`config.mk`:
```
export PLATFORM = sky130hd
export DESIGN_NAME = usr_sequencer
export DESIGN_NICKNAME = d
export VERILOG_FILES = /design/src/rtl/usr_sequencer.sv
export SDC_FILE = /design/constraint.sdc
export NUM_CORES = 1
export LEC_CHECK = 0
export BUFFER_PORTS_ARGS = -buffer_cell sky130_fd_sc_hd__buf_2
export CORE_UTILIZATION = 49
export DETAILED_ROUTE_END_ITERATION = 10
export HOLD_SLACK_MARGIN = 0.06
export PLACE_DENSITY = 0.77
export SLEW_MARGIN = 30
export SYNTH_ARGS = -nofsm -noshare
export SYNTH_HDL_FRONTEND = slang
export SYNTH_SLANG_ARGS = --single-unit
export TNS_END_PERCENT = 20
```
`constraint.sdc`:
```
create_clock -name clk -period 4.7 [get_ports clk]
set_clock_uncertainty 0.05 [all_clocks]
set_input_delay 0.705 -clock clk [delete_from_list [all_inputs] [get_ports clk]]
set_output_delay 0.705 -clock clk [all_outputs]
set_load 0.02 [all_outputs]
```
`src/rtl/usr_sequencer.sv`:
```
// usr_sequencer: drives an external 4-bit universal shift register (USR).
// An accepted request serially loads the latched data with four right
// shifts, then applies up to four shifts in the requested direction, and
// finally captures the USR value into result with a one-cycle done pulse.
module usr_sequencer (
    input  logic       clk,
    input  logic       reset,
    input  logic       start,
    input  logic       dir,
    input  logic [2:0] shift_count,
    input  logic [3:0] load_data,
    input  logic       ser_in,
    input  logic [3:0] usr_out,
    output logic [1:0] usr_control,
    output logic       usr_in,
    output logic [3:0] usr_inn,
    output logic       ready,
    output logic       busy,
    output logic       done,
    output logic [3:0] result
);

    typedef enum logic [1:0] {
        IDLE    = 2'd0,
        LOAD    = 2'd1,
        SHIFT   = 2'd2,
        CAPTURE = 2'd3
    } state_t;

    localparam logic [1:0] CTL_HOLD  = 2'b00;
    localparam logic [1:0] CTL_RIGHT = 2'b01;
    localparam logic [1:0] CTL_LEFT  = 2'b10;

    state_t     state_q, state_d;
    logic [1:0] idx_q, idx_d;
    logic [2:0] cnt_q, cnt_d;
    logic       dir_q, dir_d;
    logic [3:0] data_q, data_d;
    logic [3:0] result_q, result_d;
    logic       done_q, done_d;

    // State and datapath registers; reset also aborts any operation in flight.
    always_ff @(posedge clk or posedge reset) begin
        if (reset) begin
            state_q  <= IDLE;
            idx_q    <= 2'd0;
            cnt_q    <= 3'd0;
            dir_q    <= 1'b0;
            data_q   <= 4'd0;
            result_q <= 4'd0;
            done_q   <= 1'b0;
        end else begin
            state_q  <= state_d;
            idx_q    <= idx_d;
            cnt_q    <= cnt_d;
            dir_q    <= dir_d;
            data_q   <= data_d;
            result_q <= result_d;
            done_q   <= done_d;
        end
    end

    // Next-state logic: the only block that looks at start.
    always_comb begin
        state_d  = state_q;
        idx_d    = idx_q;
        cnt_d    = cnt_q;
        dir_d    = dir_q;
        data_d   = data_q;
        result_d = result_q;
        done_d   = 1'b0;
        case (state_q)
            IDLE: begin
                if (start) begin
                    dir_d   = dir;
                    data_d  = load_data;
                    // Anything beyond 4 shifts would only flush the register further.
                    cnt_d   = (shift_count > 3'd4) ? 3'd4 : shift_count;
                    idx_d   = 2'd0;
                    state_d = LOAD;
                end
            end
            LOAD: begin
                idx_d = idx_q + 2'd1;
                if (idx_q == 2'd3) begin
                    state_d = (cnt_q != 3'd0) ? SHIFT : CAPTURE;
                end
            end
            SHIFT: begin
                cnt_d = cnt_q - 3'd1;
                if (cnt_q <= 3'd1) begin
                    state_d = CAPTURE;
                end
            end
            CAPTURE: begin
                result_d = usr_out;
                done_d   = 1'b1;
                state_d  = IDLE;
            end
            default: state_d = IDLE;
        endcase
    end

    // USR controls decoded from registers only, so start never reaches the USR.
    always_comb begin
        usr_control = CTL_HOLD;
        usr_in      = 1'b0;
        ready       = 1'b0;
        case (state_q)
            IDLE: ready = 1'b1;
            LOAD: begin
                // Bit 0 enters first so that after four right shifts it sits at the LSB.
                usr_control = CTL_RIGHT;
                usr_in      = data_q[idx_q];
            end
            SHIFT: begin
                usr_control = dir_q ? CTL_LEFT : CTL_RIGHT;
                usr_in      = ser_in;
            end
            default: ;
        endcase
    end

    assign busy    = ~ready;
    assign usr_inn = 4'b0000;
    assign done    = done_q;
    assign result  = result_q;

endmodule

```
==> run summary <==
In this run the remaining antenna-violating nets after routing total 0. The count of H-tree levels built during CTS is 1, and the largest net degree at the start of global routing is 18. The logs give 9.8% for the clock network fraction of design power and 44.10% for the sequential share of the synthesized area.

Total overflow reported by the global router: 0. Per-cell via count in the routed design: 5.161. Summed over all instances, the cell type with the most area after synthesis is dfrtp_1. In this run the horizontal extent of the chip is 46.37 µm. Leaving out filler cells and counting taps, the final layout contains 137.

Final net count: 138. The number of antenna violations at the first check in global routing is 0, and the quantity of gates resized following cts is 0. The first detailed-routing pass took 4 iterations. The run finished with clean final reports.

The logs give 54.11% for the initial core utilization and 62.39% for the post-layout utilization of the core. The placer congestion estimate is 0.7057, and the final routed wire length divided by cell count is 12.67 µm. In this run the cell area of the synthesized design comes to 964.7 µm². The share of flip-flops with an asynchronous set or reset came out at 100.0%. The via count was 707. Dividing total power by cell area gives a power density of 703.2 mW/mm².

The finished cells cover 0.001112 mm². The clock sink total was 17; the actual transition at the worst max-transition pin was 0.6477 ns. The number of port buffers works out to 25. The maximum clock frequency was 397.6 MHz. During synthesis, Yosys emitted a total of 0 warnings.

Leakage power summed over all cells: 0.0005583 µW. The overall power consumption was 782.2 µW. The path class of the tightest hold or removal check is in -> async. Setup repair after global routing left no endpoint under its margin. 30 I/O pins were placed. For the number of unique standard cell types used by synthesis, the log shows 28. Reg-to-reg setup timing slack: 2.87 ns. Mean instance size in the synthesized netlist: 11.22 µm². The filler cells instantiated in the layout total 153. The via count of the first global-routing pass came out at 626.

In this run, placement finished with an instance count of 133. The switching part of the total works out to 42.87%. In the routed design, unresolved DRC markers number 0. 0 antenna diodes ended up in the layout. The die height is 46.37 µm, and the number of buffers created by CTS is 3. The hold violation total from the final report is 0, and the arrival time at the worst endpoint is 1.76 ns.

Of the total power, registers draw 34.6%. TritonCTS built the clock tree. Yosys attributes the largest share of cell area to dfrtp_1 44%, ha_1 12%, mux2_2 11%, buf_4 3.1%, nand2_1 2.7%.

The fraction of layout cells with a size suffix above 1 was 35.71%. After clock tree synthesis, the clock-pin slew on the worst setup and hold paths is 0.10 ns. The clock period minus worst slack was 2.515 ns. The placed instance area is 0.001086 mm². Counting along the longest clock path gives a buffer depth of 2. After the first detailed-routing iteration, the DRC count stood at 16. The tools report the cell-internal power as 446.8 µW. The count of standard-cell rows was 15; the total of flip-flops plus latches after synthesis was 17.

The run gives 0 as the number of max-slew violations in the final report. Across every metal layer, demand over resource in global routing totals 17.35%. Area of the die: 0.002150 mm². The root buffer selected by CTS is clkbuf_4. The count of mapped cells out of synthesis is 86. Headroom to the max-slew limit came out at 56.77%.

The proportion of netlist area held by the largest area contributor was 44.10%. The total of endpoints with negative setup slack in the final report is 0. Worst setup path category: reg -> out.

Along the worst path, the maximum fanout reaches 11. The count of maximum capacitance violations was 0. The logs give 3.94 ns for the worst path required time and 0.28 ns for the clock latency on the worst-skew pair. The tools report the net switching power as 335.3 µW.

Across the VDD grid, the largest voltage drop is 341.8 µV. For the final routed database, the setup TNS stands at 0 ns. The post-CTS setup buffer count was 0; the sum of net half-perimeters after detailed placement was 1290 µm.

The final routed wirelength across all metal layers is 1736 µm, and the area of the core region is 0.001783 mm². In the post-synthesis netlist, the cell with the most instances is dfrtp_1. For this run, the leading register cell type out of synthesis is dfrtp_1. Dividing the final minimum period by the clock period gives 53.51%. The tools report the number of buffers inserted by hold repair at cts as 0.

The first global-routing pass estimated 2628 µm of wire. In this run, the combinational gates consume 55.7% of the power. The type of origin of the critical path was a flip-flop.

The element type at the critical path end is an output pin. In this run, synthesis inferred 0 flip-flops with an integrated enable. In the synthesized netlist, the cells that appear most often are 17 x dfrtp_1, 9 x ha_1, 9 x mux2_2. From synthesis to final layout, the design area changed by 15.31%.
## per-layer routing
layer	vias up	track usage (%)	share of wire (%)
li1	341	-	-
met1	339	23.38	44
met2	25	27.50	50
met3	2	3.922	5.0
met4	0	5.294	0.81
met5	-	0	0
## cell families (layout without fill, tap and decap cells)
| family | Yosys count | in the layout | share of synthesized area, % |
|---|---|---|---|
| multiplexers | 12 | 12 | 15.18 |
| other | 1 | 4 | 0.3887 |
| AO/OA/AOI/OAI | 16 | 16 | 11.41 |
| flip-flops | 17 | 17 | 44.10 |
| adder cells (fa/ha/maj) | 9 | 9 | 11.67 |
| AND/OR/NAND/NOR | 19 | 19 | 10.12 |
| buffers and inverters | 12 | 35 | 7.133 |
## critical path: stages, from the launching register on
cell	delay, ns
dfrtp_1	0.43
inv_1	0.17
ha_1	0.39
nor2b_1	0.20
o21a_1	0.13
buf_2	0.16
## registers in the layout (all words and copies together) (netlist names)
signal / flops
cnt_q: 3
data_q: 4
dir_q: 1
done: 1
idx_q: 2
result: 4
state_q: 2
## cell usage in the layout, fill, tap and decap left out, types with 2 or more instances in the layout
cell / netlist / final
o21ai_0: 4 / 4
mux2_1: 2 / 2
buf_2: 1 / 25
clkbuf_4: 0 / 3
a21oi_1: 3 / 3
ha_1: 9 / 9
inv_1: 6 / 6
nor2b_1: 3 / 3
mux2_2: 9 / 9
nand2b_1: 2 / 2
nand3_1: 3 / 3
nand2_1: 7 / 7
dfrtp_1: 17 / 17
conb_1: 1 / 4
o21a_1: 2 / 2
## cell type report
cell class              instances  area (µm²)  share of cell area [%]
well taps                      25       31.28                   2.812
flip-flops and latches         17       425.4                   38.25
inverters                       6       22.52                   2.025
multi-input cells              60       481.7                   43.31
repair buffers                 25       125.1                   11.25
clock buffers                   4       26.28                   2.362
## stage by stage
stage	hold slack (ns)	worst slack [ns]
finish	0.4416	2.185
global route	0.4753	2.064
CTS	0.4642	2.185
detailed placement	0.4417	2.543
global placement	0.4356	2.601
floorplan	0.4239	2.726
## path summary, 6_finish.rpt
path	startpoint	cells past startpoint	to
min reg2reg	result[2]$_DFFE_PP0P_	1	result[2]$_DFFE_PP0P_
max in group asynchronous	reset	2	state_q[1]$_DFFE_PP0P_
min	reset	2	data_q[2]$_DFFE_PP0P_
max reg2reg	state_q[0]$_DFFE_PP0P_	5	state_q[0]$_DFFE_PP0P_
max	state_q[0]$_DFFE_PP0P_	5	usr_control[0]
min in group clk	result[2]$_DFFE_PP0P_	1	result[2]$_DFFE_PP0P_
## power groups by stage
| stage | clock, µW | combinational [µW] | sequential, µW |
|---|---|---|---|
| after CTS | 78.7 | 436 | 270 |
| final | 76.5 | 435 | 270 |
| after global placement | 0 | 417 | 270 |
| after floorplan | 0 | 312 | 291 |
| after global routing | 85.0 | 480 | 278 |
| after detailed placement | 0 | 430 | 274 |
Note: power is estimated with default switching activity, not from simulation.
